===== src/rtl/dbus_uncached_axi_pkg.sv =====
// Shared types and constants for the uncached data-bus to AXI3 bridge.
package dbus_uncached_axi_pkg;

   typedef enum logic [2:0] {
      IDLE,
      RD_ADDR,
      RD_DATA,
      WR_REQ,
      WR_RESP,
      DONE
   } dbus_axi_state_t;

   localparam logic [1:0] AXI_BURST_INCR = 2'b01;
   localparam logic [2:0] AXI_SIZE_WORD  = 3'b010;
   localparam logic [1:0] AXI_RESP_OKAY  = 2'b00;

   typedef struct packed {
      logic [31:0] araddr;
      logic [3:0]  arlen;
      logic [2:0]  arsize;
      logic [1:0]  arburst;
      logic [1:0]  arlock;
      logic [3:0]  arcache;
      logic [2:0]  arprot;
      logic        arvalid;
      logic        rready;
      logic [31:0] awaddr;
      logic [3:0]  awlen;
      logic [2:0]  awsize;
      logic [1:0]  awburst;
      logic [1:0]  awlock;
      logic [3:0]  awcache;
      logic [2:0]  awprot;
      logic        awvalid;
      logic [31:0] wdata;
      logic [3:0]  wstrb;
      logic        wlast;
      logic        wvalid;
      logic        bready;
   } axi_req_t;

   typedef struct packed {
      logic        arready;
      logic [31:0] rdata;
      logic [1:0]  rresp;
      logic        rvalid;
      logic        awready;
      logic        wready;
      logic [1:0]  bresp;
      logic        bvalid;
   } axi_resp_t;

   // Word address in, byte address out with the sub-word bits cleared.
   function automatic logic [31:0] word_align(input logic [29:0] word_addr);
      return {word_addr, 2'b00};
   endfunction

endpackage


===== src/rtl/dbus_uncached_axi_if.sv =====
// CPU data-bus interface: the CPU is the master, the bridge is the slave.
interface cpu_dbus_if;
   logic        read;
   logic        write;
   logic [31:0] address;
   logic [31:0] wrdata;
   logic [3:0]  byteenable;
   logic        stall;
   logic [31:0] rddata;

   modport master (output read, write, address, wrdata, byteenable,
                   input  stall, rddata);
   modport slave  (input  read, write, address, wrdata, byteenable,
                   output stall, rddata);
endinterface


===== src/rtl/dbus_uncached_axi_wchan.sv =====
// Tracks AW and W acceptance independently so either may complete first.
module dbus_axi_wchan (
   input  logic clk,
   input  logic rst,
   input  logic awvalid,
   input  logic awready,
   input  logic wvalid,
   input  logic wready,
   output logic aw_done,
   output logic w_done,
   output logic both_done
);
   logic aw_seen;
   logic w_seen;

   assign aw_done   = aw_seen | (awvalid & awready);
   assign w_done    = w_seen  | (wvalid  & wready);
   assign both_done = aw_done & w_done;

   // NOTE: state registers use non-blocking assignments so every flop samples pre-edge values.
   always_ff @(posedge clk) begin
      if (rst || both_done) begin
         aw_seen <= 1'b0;
         w_seen  <= 1'b0;
      end else begin
         aw_seen <= aw_done;
         w_seen  <= w_done;
      end
   end
endmodule


===== src/rtl/dbus_uncached_axi.sv =====
// Uncached CPU data-bus slave issuing single-beat 32-bit AXI3 transactions.
// Optional DBUS_BUS_ERROR_EN adds a bus_error pulse for non-OKAY responses.
module dbus_uncached_axi
   import dbus_uncached_axi_pkg::*;
#(
   parameter logic [3:0] BUS_CACHE = 4'b0000,
   parameter logic [2:0] BUS_PROT  = 3'b000
) (
   input  logic      clk,
   input  logic      rst,
   cpu_dbus_if.slave dbus,
   output axi_req_t  axi_req,
   input  axi_resp_t axi_resp
`ifdef DBUS_BUS_ERROR_EN
  ,output logic      bus_error
`endif
);
   dbus_axi_state_t state;
   logic [31:0] addr_q;
   logic [31:0] wdata_q;
   logic [3:0]  be_q;
   logic [31:0] rddata_q;
   logic        arvalid_q, rready_q, awvalid_q, wvalid_q, bready_q;
   logic        aw_done, w_done, both_done;
   logic        unused_addr_lsb;

   assign unused_addr_lsb = ^dbus.address[1:0];

   dbus_axi_wchan u_wchan (
      .clk       (clk),
      .rst       (rst),
      .awvalid   (awvalid_q),
      .awready   (axi_resp.awready),
      .wvalid    (wvalid_q),
      .wready    (axi_resp.wready),
      .aw_done   (aw_done),
      .w_done    (w_done),
      .both_done (both_done)
   );

   // NOTE: request payload registers carry no reset; they are only read while a valid is high.
   always_ff @(posedge clk) begin
      if (state == IDLE && (dbus.read || dbus.write)) begin
         addr_q  <= word_align(dbus.address[31:2]);
         wdata_q <= dbus.wrdata;
         be_q    <= dbus.byteenable;
      end
   end

   always_ff @(posedge clk) begin
      if (rst) begin
         state     <= IDLE;
         arvalid_q <= 1'b0;
         rready_q  <= 1'b0;
         awvalid_q <= 1'b0;
         wvalid_q  <= 1'b0;
         bready_q  <= 1'b0;
         rddata_q  <= '0;
      end else begin
         case (state)
            IDLE: begin
               // A simultaneous read is dropped in favour of the write.
               if (dbus.write) begin
                  awvalid_q <= 1'b1;
                  wvalid_q  <= 1'b1;
                  state     <= WR_REQ;
               end else if (dbus.read) begin
                  arvalid_q <= 1'b1;
                  state     <= RD_ADDR;
               end
            end
            RD_ADDR: if (axi_resp.arready) begin
               arvalid_q <= 1'b0;
               rready_q  <= 1'b1;
               state     <= RD_DATA;
            end
            RD_DATA: if (axi_resp.rvalid) begin
               rready_q <= 1'b0;
               rddata_q <= axi_resp.rdata;
               state    <= DONE;
            end
            WR_REQ: begin
               if (aw_done) awvalid_q <= 1'b0;
               if (w_done)  wvalid_q  <= 1'b0;
               if (both_done) begin
                  bready_q <= 1'b1;
                  state    <= WR_RESP;
               end
            end
            WR_RESP: if (axi_resp.bvalid) begin
               bready_q <= 1'b0;
               state    <= DONE;
            end
            DONE:    state <= IDLE;
            default: state <= IDLE;
         endcase
      end
   end

`ifdef DBUS_BUS_ERROR_EN
   logic bus_error_q;

   always_ff @(posedge clk) begin
      if (rst) begin
         bus_error_q <= 1'b0;
      end else begin
         bus_error_q <= (state == RD_DATA && axi_resp.rvalid && axi_resp.rresp != AXI_RESP_OKAY) ||
                        (state == WR_RESP && axi_resp.bvalid && axi_resp.bresp != AXI_RESP_OKAY);
      end
   end

   assign bus_error = bus_error_q;
`else
   logic unused_resp;
   assign unused_resp = ^{axi_resp.rresp, axi_resp.bresp};
`endif

   assign dbus.stall  = (state == IDLE) ? (dbus.read | dbus.write) : (state != DONE);
   assign dbus.rddata = rddata_q;

   // NOTE: the struct gets a full default first so no field can infer a latch.
   always_comb begin
      axi_req         = '0;
      axi_req.araddr  = addr_q;
      axi_req.arsize  = AXI_SIZE_WORD;
      axi_req.arburst = AXI_BURST_INCR;
      axi_req.arcache = BUS_CACHE;
      axi_req.arprot  = BUS_PROT;
      axi_req.arvalid = arvalid_q;
      axi_req.rready  = rready_q;
      axi_req.awaddr  = addr_q;
      axi_req.awsize  = AXI_SIZE_WORD;
      axi_req.awburst = AXI_BURST_INCR;
      axi_req.awcache = BUS_CACHE;
      axi_req.awprot  = BUS_PROT;
      axi_req.awvalid = awvalid_q;
      axi_req.wdata   = wdata_q;
      axi_req.wstrb   = be_q;
      axi_req.wlast   = 1'b1;
      axi_req.wvalid  = wvalid_q;
      axi_req.bready  = bready_q;
   end
endmodule


===== src/flat_wrapper.sv =====
// flat-port wrapper written by rule: the top's interface ports become plain ports
module dbus_uncached_axi_flat import dbus_uncached_axi_pkg::*;
#(
   parameter logic [3:0] BUS_CACHE = 4'b0000,
   parameter logic [2:0] BUS_PROT  = 3'b000
)
  (clk, rst, axi_req, axi_resp, dbus_read, dbus_write, dbus_address, dbus_wrdata, dbus_byteenable, dbus_stall, dbus_rddata);
  cpu_dbus_if dbus_i ();
  input  logic clk;
  input  logic rst;
  output axi_req_t axi_req;
  input  axi_resp_t axi_resp;
  input wire logic [$bits(dbus_i.read)-1:0] dbus_read;
  input wire logic [$bits(dbus_i.write)-1:0] dbus_write;
  input wire logic [$bits(dbus_i.address)-1:0] dbus_address;
  input wire logic [$bits(dbus_i.wrdata)-1:0] dbus_wrdata;
  input wire logic [$bits(dbus_i.byteenable)-1:0] dbus_byteenable;
  output wire logic [$bits(dbus_i.stall)-1:0] dbus_stall;
  output wire logic [$bits(dbus_i.rddata)-1:0] dbus_rddata;
  assign dbus_i.read = dbus_read;
  assign dbus_i.write = dbus_write;
  assign dbus_i.address = dbus_address;
  assign dbus_i.wrdata = dbus_wrdata;
  assign dbus_i.byteenable = dbus_byteenable;
  assign dbus_stall = dbus_i.stall;
  assign dbus_rddata = dbus_i.rddata;
  dbus_uncached_axi #(.BUS_CACHE(BUS_CACHE), .BUS_PROT(BUS_PROT)) u_core (.clk(clk), .rst(rst), .dbus(dbus_i), .axi_req(axi_req), .axi_resp(axi_resp));
endmodule

===== config.mk =====
export PLATFORM = sky130hd
export DESIGN_NAME = dbus_uncached_axi_flat
export DESIGN_NICKNAME = d
export VERILOG_FILES = /design/src/rtl/dbus_uncached_axi_pkg.sv /design/src/rtl/dbus_uncached_axi_if.sv /design/src/rtl/dbus_uncached_axi_wchan.sv /design/src/rtl/dbus_uncached_axi.sv /design/src/flat_wrapper.sv
export SDC_FILE = /design/constraint.sdc
export NUM_CORES = 1
export LEC_CHECK = 0
export CORE_AREA = 8 8 105 107
export CTS_CLUSTER_DIAMETER = 60
export DETAILED_ROUTE_END_ITERATION = 10
export DIE_AREA = 0 0 113 115
export DONT_BUFFER_PORTS = 1
export HOLD_SLACK_MARGIN = 0.05
export PLACE_DENSITY = 0.58
export RECOVER_POWER = 25
export SLEW_MARGIN = 25
export SYNTH_ARGS = -nofsm -noshare
export SYNTH_HDL_FRONTEND = slang
export SYNTH_SLANG_ARGS = --single-unit

===== constraint.sdc =====
create_clock -name clk -period 4.25 [get_ports clk]
set_input_delay 0.85 -clock clk [delete_from_list [all_inputs] [get_ports clk]]
set_output_delay 0.85 -clock clk [all_outputs]
set_load 0.02 [all_outputs]

Word level (Yosys, flattened, before mapping)
Index checks and enable logic that the tools add are counted.
Word-level totals
  register bits after elaboration: 108
  bits of input ports: 113
  word-level logic and storage cells: 71
Cells by class
  eq/ne operators: 15
  multiplexer cells: 23
  bitwise gates (word level): 6
  reductions and logical operators: 15
Operators with widths (count)
  2-to-1 mux 3 bit: 6
  inequality test 2 bit, second input constant: 9
  one-hot mux 3 bit (5 select lines): 1
  AND reduction 3 bit: 4
  2-to-1 mux 1 bit: 11
  one-hot mux 1 bit (2 select lines): 5
  nonzero test 2 bit: 4
  == test 3 x 2 -> 1 bit, second input constant: 2
  inequality test 3 bit, second input constant: 2
  AND reduction 5 bit: 1
  AND reduction 4 bit: 1
  bitwise AND 1 bit: 3
  == test 3 x 1 -> 1 bit, second input constant: 1
  == test 3 bit, second input constant: 1
  logical NOT 3 bit: 1
  OR 1 bit: 3
  logical OR 1 bit: 2
  AND reduction 2 bit: 1
  logical AND 1 bit: 1

Depth between registers and ports, before layout
Gate-level depths: netlist of run 1.
  depth in word-level cells: 5
  gate-level depth with buffers: 6
  depth with buffers taken out: 4

Modules after synthesis
A second synthesis of run 1 with hierarchy kept.
Second synthesis, totals
  cell total of the unflattened synthesis: 340
  area, all modules: 4197.8 µm²
Modules (own cells, without submodules)
  dbus_uncached_axi: times used 1, cells an instance 331, area an instance 4101.4 µm², sequential area each 2782.7 µm²
  dbus_axi_wchan: times used 1, cells an instance 9, area an instance 96.3 µm², sequential area each 40.0 µm²

Worst setup path after synthesis of run 1
OpenSTA, ideal clock, no wires.
  kind: in2reg
  start: in dbus_write
  end: reg u_core.addr_q[10] (enable)
  setup time: 0.429 ns
  data arrival time: 2.377 ns
  slack: 1.444 ns
  stages: 1
  cell sequence: o21a_1
On the way
  cells in the longest elaborated chain, start to end: 2
Ends and longest elaborated chain
  start: declaration: line flat_wrapper.sv:14  | input wire logic [$bits(dbus_i.write)-1:0] dbus_write;
  logical OR 1 bit: line dbus_uncached_axi.sv:43  | if (state == IDLE && (dbus.read || dbus.write)) begin
  logical AND 1 bit: line dbus_uncached_axi.sv:43
  end signal: assignment: line dbus_uncached_axi.sv:44  | addr_q <= word_align(dbus.address[31:2]);
  end: declaration: line dbus_uncached_axi.sv:19  | logic [31:0] addr_q;
No other way between the ends.
A chain may end at the register's enable or synchronous reset.

Final worst setup path of run 1
  start: reg u_core.state[0]
  end: out dbus_stall
On the way
  cells in the longest elaborated chain, start to end: 2
  elaborated cells between the ends (all ways): 3
  classes of those cells: eq/ne: 1; mux: 1; reduce/logical: 1
Ends and longest elaborated chain
  start: declaration: line dbus_uncached_axi.sv:18  | dbus_axi_state_t state;
  start signal: assignment: line dbus_uncached_axi.sv:52  | state <= IDLE;
  start signal: assignment: line dbus_uncached_axi.sv:66  | state <= WR_REQ;
  start signal: assignment: line dbus_uncached_axi.sv:69  | state <= RD_ADDR;
  inequality test 3 bit or logical NOT 3 bit (tied branches): line dbus_uncached_axi.sv:118  | assign dbus.stall = (state == IDLE) ? (dbus.read | dbus.write) : (state != DONE);
  2-to-1 mux 1 bit (*): line dbus_uncached_axi.sv:118
  end: declaration: line flat_wrapper.sv:18  | output wire logic [$bits(dbus_i.stall)-1:0] dbus_stall;
Mark *: on every way between the ends. The rest lies on a longest branch, timed or not.

==> flow_metrics.py, run 1 <==
metrics = {
    "routing": {
        "totalWireLength_mm": 9.50,
        "drt_iter0_drc": 95,
        "drt-vias-per-instance": 4.94,
        "drtAntennaViolNets": 0,
        "dr_total_vias": 2086,
        "wl_per_cell_um": 22.5,
        "first_pass_iters": 4,
        "drc": 0,
    },
    "worst_setup_path": {
        "cp-end-kind": "output port",
        "worst-endpoint-required_ns": 3.40,
        "worstRegToRegCells": 3,
        "critical_path_peak_fanout": 15,
        "startpoint_type": "flip-flop",
        "worstSetupPathType": "flip-flop to output port",
        "arrival_ns": 1.59,
    },
    "clocking": {
        "htreeDepth": 3,
        "path_clk_slew_ns": 0.10,
        "cts_made_buffers": 9,
        "cts_setup_buffers": 0,
        "post_cts_resized": 0,
        "cts.sinks": 108,
        "clock_latency_ns": 0.36,
        "cts_tree": "built",
        "cts_root_buf": "clkbuf_8",
        "max-clock-path-buffers": 2,
        "postCtsHoldBufs": 0,
    },
    "floorplan": {
        "initial_core_util": 0.440,
        "placementRows": 36,
        "core-area_um2": 9460,
        "die_w_um": 113,
        "io_pins": 288,
        "die_area_um2": 13000,
        "die-height_um": 115,
    },
    "yosys": {
        "ys_seq_elements": 108,
        "syn_area_um2": 4170,
        "synthArstFlopShare": 0,
        "synth_cell_types": 33,
        "synthCells": 343,
        "yosys-top-cells-area": "edfxtp_1 (48%), dfxtp_1 (20%), buf_4 (14%)",
        "synth_edf_count": 66,
        "synth_top_cell_by_area": "edfxtp_1",
        "ys_warn_count": 0,
        "synth.top_cell.area_share": 0.476,
        "ys.flop_type": "edfxtp_1",
        "yosysSeqAreaShare": 0.678,
        "syn_avg_cell_area_um2": 12.1,
    },
    "timing": {
        "rsz0062_at_grt": "no",
        "tightest_slew_ns": 0.720,
        "hold_violations": 0,
        "fin_setup_tns_ns": 0,
        "setup_viol": 0,
        "fmax_ghz": 0.411,
        "slew_violations": 0,
        "relSlewSlack": 0.520,
        "post-route-period-util": 0.573,
        "skew_ns": 0.00962,
        "period_needed_ns": 2.44,
    },
    "placement": {
        "dp.cells": 406,
        "numPortBuffers": 0,
        "place_congestion": 0.721,
        "hpwlAfterDp_mm": 7.52,
    },
    "global_route": {
        "grt_max_degree": 44,
        "grt.total_usage": 0.136,
        "antenna_found_initial": 1,
        "overflow": 0,
        "grt_pass1_vias": 2174,
        "grt_pass1_wl_mm": 13.2,
    },
    "cells_and_area": {
        "instances_no_fill": 422,
        "drive_gt1_frac": 0.0747,
        "antenna_cells": 0,
        "final_cell_mix": "nand2_1 (66), edfxtp_1 (66), dfxtp_1 (42)",
        "nets": 416,
        "fillers": 885,
        "synthToLayoutAreaGrowth_pct": -3.06,
    },
    "power": {
        "powerDensity_nw_per_um2": 784,
        "p_leak_uw": 0.00139,
        "peakVddDrop_v": 0.000234,
    },
    "min_path": {
        "hold_depth": 1,
        "min-delay-path-class": "primary input to flip-flop",
    },
    "outcome": {
        "status": "finished, final reports clean",
    },
    "job": {
        "max_cap_viol_count": 0,
    },
}
synthesized netlist by cell type, drive strengths merged (2+ instances only):
cell type / instances
a21oi: 40
clkbuf: 6
inv: 2
dfxtp: 42
nor3b: 3
buf: 85
nand2b: 2
nand3b: 2
edfxtp: 66
or2: 2
o21ai: 2
nor4: 2
conb: 2
nor2: 8
nor3: 2
nand2: 66
layout make-up:
type,count,area [µm²],share of cell area
Tap cell,114,143,0.0353
Timing Repair Buffer,1,7.51,0.00186
Sequential cell,108,2820,0.699
Multi-Input combinational cell,181,841,0.208
Clock inverter,3,25.0,0.00620
Clock buffer,13,191,0.0474
Inverter,2,7.51,0.00186
stage by stage:
step / hold slack (ns) / utilization / power, µW / area [µm²] / setup WS [ns]
floorplan: 0.455 / - / 2610 / 4310 / 1.44
global placement: 0.546 / 0.404 / 2560 / 3820 / 1.87
detailed placement: 0.550 / 0.404 / 2580 / 3830 / 1.86
CTS: 0.510 / 0.427 / 3210 / 4040 / 1.80
global route: 0.504 / 0.427 / 3320 / 4040 / 1.62
finish: 0.540 / 0.427 / 3170 / 4040 / 1.81
critical path, cell delays in order, from the launching register on:
cell     delay (ns)
dfxtp_1        0.49
nor4_1         0.33
a21oi_1        0.06
or2_2          0.35
cell families (layout without fill, tap and decap cells):
kind of cell,after synthesis,after routing,share of synthesized area
DFF,108,108,0.678
buffers and inverters,93,19,0.157
and+or+nand+nor,89,89,0.0949
AOI/OAI and AO/OA,49,49,0.0640
other,2,41,0.00180
muxes,2,2,0.00511
worst paths after layout:
kind                                from                    end  slack (ns)
hold reg to reg   u_core.u_wchan.aw_seen  u_core.u_wchan.w_seen        0.56
setup / recovery         u_core.state[0]             dbus_stall        1.81
hold / removal                       rst  u_core.dbus.rddata[6]        0.54
setup reg to reg         u_core.state[0]     u_core.wdata_q[16]        1.82
flip-flops by register name, indices dropped and copies added (netlist names):
register and cells:
u_core.addr_q 30, u_core.be_q 4, u_core.state 3, u_core.u_wchan.aw_seen 1, u_core.u_wchan.w_seen 1, u_core.awvalid_q 1, u_core.arvalid_q 1, u_core.rready_q 1
u_core.wvalid_q 1, u_core.bready_q 1, u_core.dbus.rddata 32, u_core.wdata_q 32
per-layer routing:
layer,GRT usage,vias to the layer above,part of all wire
met2,0.230,146,0.51
li1,-,960,-
met5,0,-,0
met4,0.0657,0,0.016
met3,0.0720,15,0.12
met1,0.136,965,0.36
power by group:
group          leakage, µW  internal [µW]  switching, µW
Combinational     0.000304           89.5            274
Sequential        0.000978           1500            664
Clock             0.000107            304            333
Total              0.00139           1900           1270
Power figures use the tool's default switching activity.
==> inputs of run 2 (changes only) <==
--- a/config.mk
+++ b/config.mk
@@ -5,13 +5,13 @@
 export SDC_FILE = /design/constraint.sdc
 export NUM_CORES = 1
 export LEC_CHECK = 0
-export CORE_AREA = 8 8 105 107
+export CORE_AREA = 8 8 107 109
 export CTS_CLUSTER_DIAMETER = 60
 export DETAILED_ROUTE_END_ITERATION = 10
-export DIE_AREA = 0 0 113 115
+export DIE_AREA = 0 0 115 117
 export DONT_BUFFER_PORTS = 1
 export HOLD_SLACK_MARGIN = 0.05
-export PLACE_DENSITY = 0.58
+export PLACE_DENSITY = 0.59
 export RECOVER_POWER = 25
 export SLEW_MARGIN = 25
 export SYNTH_ARGS = -nofsm -noshare
==> constraint.sdc (replaced) <==
create_clock -name clk -period 2 [get_ports clk]
set_input_delay 0.4 -clock clk [delete_from_list [all_inputs] [get_ports clk]]
set_output_delay 0.4 -clock clk [all_outputs]
set_load 0.02 [all_outputs]
==> run 2 against run 1 <==
Effect of this change: critical endpoint unchanged; routed wire length fell by 0.94%; largest power group unchanged; count of clock-buffer cells in the layout fell by 4; clock skew increased by 0.0033 ns; hold slack got worse by 0.45 ns; sequential cell count unchanged; sequential share of layout area decreased by 1.4 points; via count rose by 0.48%.
==> flow_metrics.py, run 2 (same netlist as run 1, synthesis figures left out) <==
metrics = {
    "worst_setup_path": {
        "crit_path_cell_trace": "nor4_2, a21oi_1, or2_2",
        "cp_num_cells": 3,
        "critical_path.top_delay_family": "simple AND/OR/NAND/NOR gates",
        "cp_num_buf_inv": 0,
        "startpoint_type": "flip-flop",
        "worst-endpoint-required_ns": 1.60,
        "cp-endpoint": "dbus_stall",
        "critical_path_peak_fanout": 15,
        "cp-end-kind": "output port",
        "r2r-start": "u_core.state[0]",
        "cp_slowest_stage_delay_ns": 0.41,
        "worstSetupPathType": "flip-flop to output port",
        "critPathLaunch": "u_core.state[0]",
        "r2r-end": "u_core.wdata_q[19]",
        "reg2reg_slack_ns": 0.36,
        "arrival_ns": 1.44,
        "crit_slowest_cell": "dfxtp_2",
        "worstRegToRegCells": 3,
    },
    "routing": {
        "drc": 0,
        "totalWireLength_mm": 9.41,
        "drt_iter0_drc": 122,
        "drtAntennaViolNets": 0,
        "wl_per_cell_um": 21.0,
        "first_pass_iters": 4,
        "dr_total_vias": 2096,
        "drt-vias-per-instance": 4.68,
    },
    "timing": {
        "hold_violations": 0,
        "skew_ns": 0.0129,
        "setup_viol": 0,
        "period_needed_ns": 1.84,
        "fmax_ghz": 0.545,
        "rsz0062_at_grt": "no",
        "fin_setup_tns_ns": 0,
        "post-route-period-util": 0.918,
        "slew_violations": 0,
    },
    "global_route": {
        "grt.total_usage": 0.129,
        "grt_max_degree": 44,
        "overflow": 0,
        "antenna_found_initial": 0,
        "grt_pass1_wl_mm": 12.8,
        "grt_pass1_vias": 2194,
        "grt_busiest_layer": "met2",
        "met3_usage": 0.0729,
        "use_met2": 0.220,
        "gr-usage-met1": 0.130,
    },
    "floorplan": {
        "die_area_um2": 13500,
        "placementRows": 37,
        "core-area_um2": 9910,
        "die-height_um": 117,
        "die_w_um": 115,
        "initial_core_util": 0.420,
        "io_pins": 288,
    },
    "placement": {
        "place_congestion": 0.745,
        "numPortBuffers": 0,
        "hpwlAfterDp_mm": 7.47,
        "placed_area_um2": 3920,
    },
    "cells_and_area": {
        "final_cell_mix": "nand2_1 (66), edfxtp_1 (66), conb_1 (41)",
        "synthToLayoutAreaGrowth_pct": -0.991,
        "stdcell_area_um2": 4120,
        "fillers": 947,
        "drive_gt1_frac": 0.0962,
        "multi_input_area_um2": 848,
        "antenna_cells": 0,
        "ff_latch_area_um2": 2830,
        "nets": 420,
    },
    "clocking": {
        "cts_root_buf": "clkbuf_8",
        "postCtsHoldBufs": 0,
        "path_clk_slew_ns": 0.10,
        "clock_latency_ns": 0.37,
        "cts_setup_buffers": 0,
        "max-clock-path-buffers": 2,
        "htreeDepth": 3,
        "cts_tree": "built",
        "cts.sinks": 108,
        "cts_made_buffers": 9,
        "post_cts_resized": 0,
    },
    "power": {
        "powerDensity_nw_per_um2": 1650,
        "peakVddDrop_v": 0.000546,
        "p_leak_uw": 0.00142,
        "p_int_uw": 4080,
        "p_sw_uw": 2740,
        "p_clk_frac": 0.193,
        "comb_power_share": 0.135,
        "seqPwrFrac": 0.672,
        "switching_share": 0.401,
    },
    "outcome": {
        "status": "finished, final reports clean",
    },
    "job": {
        "max_cap_viol_count": 0,
    },
    "min_path": {
        "min-delay-path-class": "primary input to flip-flop",
    },
}
-- run 2: final cells by class --
| type | instances | share of cell area |
|---|---|---|
| Tap cell | 136 | 0.0413 |
| Clock buffer | 9 | 0.0300 |
| Sequential cell | 108 | 0.685 |
| Multi-Input combinational cell | 181 | 0.206 |
| Inverter | 2 | 0.00182 |
| Clock inverter | 7 | 0.0179 |
| Timing Repair Buffer | 5 | 0.0182 |
-- run 2: power groups by stage --
| stage | Combinational (µW) | Sequential (µW) | Clock [µW] |
|---|---|---|---|
| after detailed placement | 928 | 4660 | 0 |
| after global routing | 1040 | 4670 | 1460 |
| final | 921 | 4580 | 1320 |
| after global placement | 905 | 4650 | 0 |
| after CTS | 930 | 4610 | 1360 |
| after floorplan | 1410 | 4130 | 0 |
-- run 2: routing by layer --
layer / wire length, µm / part of all wire / up-vias
met3: 1100 / 0.12 / 8
li1: - / - / 970
met2: 4890 / 0.52 / 161
met1: 3320 / 0.35 / 957
met4: 103 / 0.011 / 0
met5: 0 / 0 / -
-- run 2: worst min-delay path by stage --
| stage | endpoint | cells after the start | startpoint |
|---|---|---|---|
| 6_report | u_core.dbus.rddata[19] | 1 | rst |
| 5_1_grt | u_core.dbus.rddata[20] | 1 | rst |
| 4_1_cts | u_core.dbus.rddata[18] | 1 | rst |
| 3_5_place_dp | u_core.dbus.rddata[24] | 1 | rst |
| 3_3_place_gp | u_core.dbus.rddata[24] | 1 | rst |
| 2_1_floorplan | u_core.rready_q | 2 | u_core.rready_q |
-- run 2: through the flow --
step	utilization	total power (µW)	worst slack, ns	hold slack (ns)	cells
2_1_floorplan	-	5540	0.298	0.455	382
3_3_place_gp	0.396	5550	0.420	0.473	432
3_5_place_dp	0.396	5590	0.403	0.476	432
4_1_cts	0.416	6900	0.00381	0.0680	448
5_1_grt	0.416	7170	0.0315	0.0553	448
6_report	0.416	6820	0.164	0.0874	448
-- run 2: worst reg2reg max path, cell delays in order (launching register included) --
cell and delay (ns):
dfxtp_2 0.41, nor3_1 0.36, o21a_4 0.33, buf_12 0.23
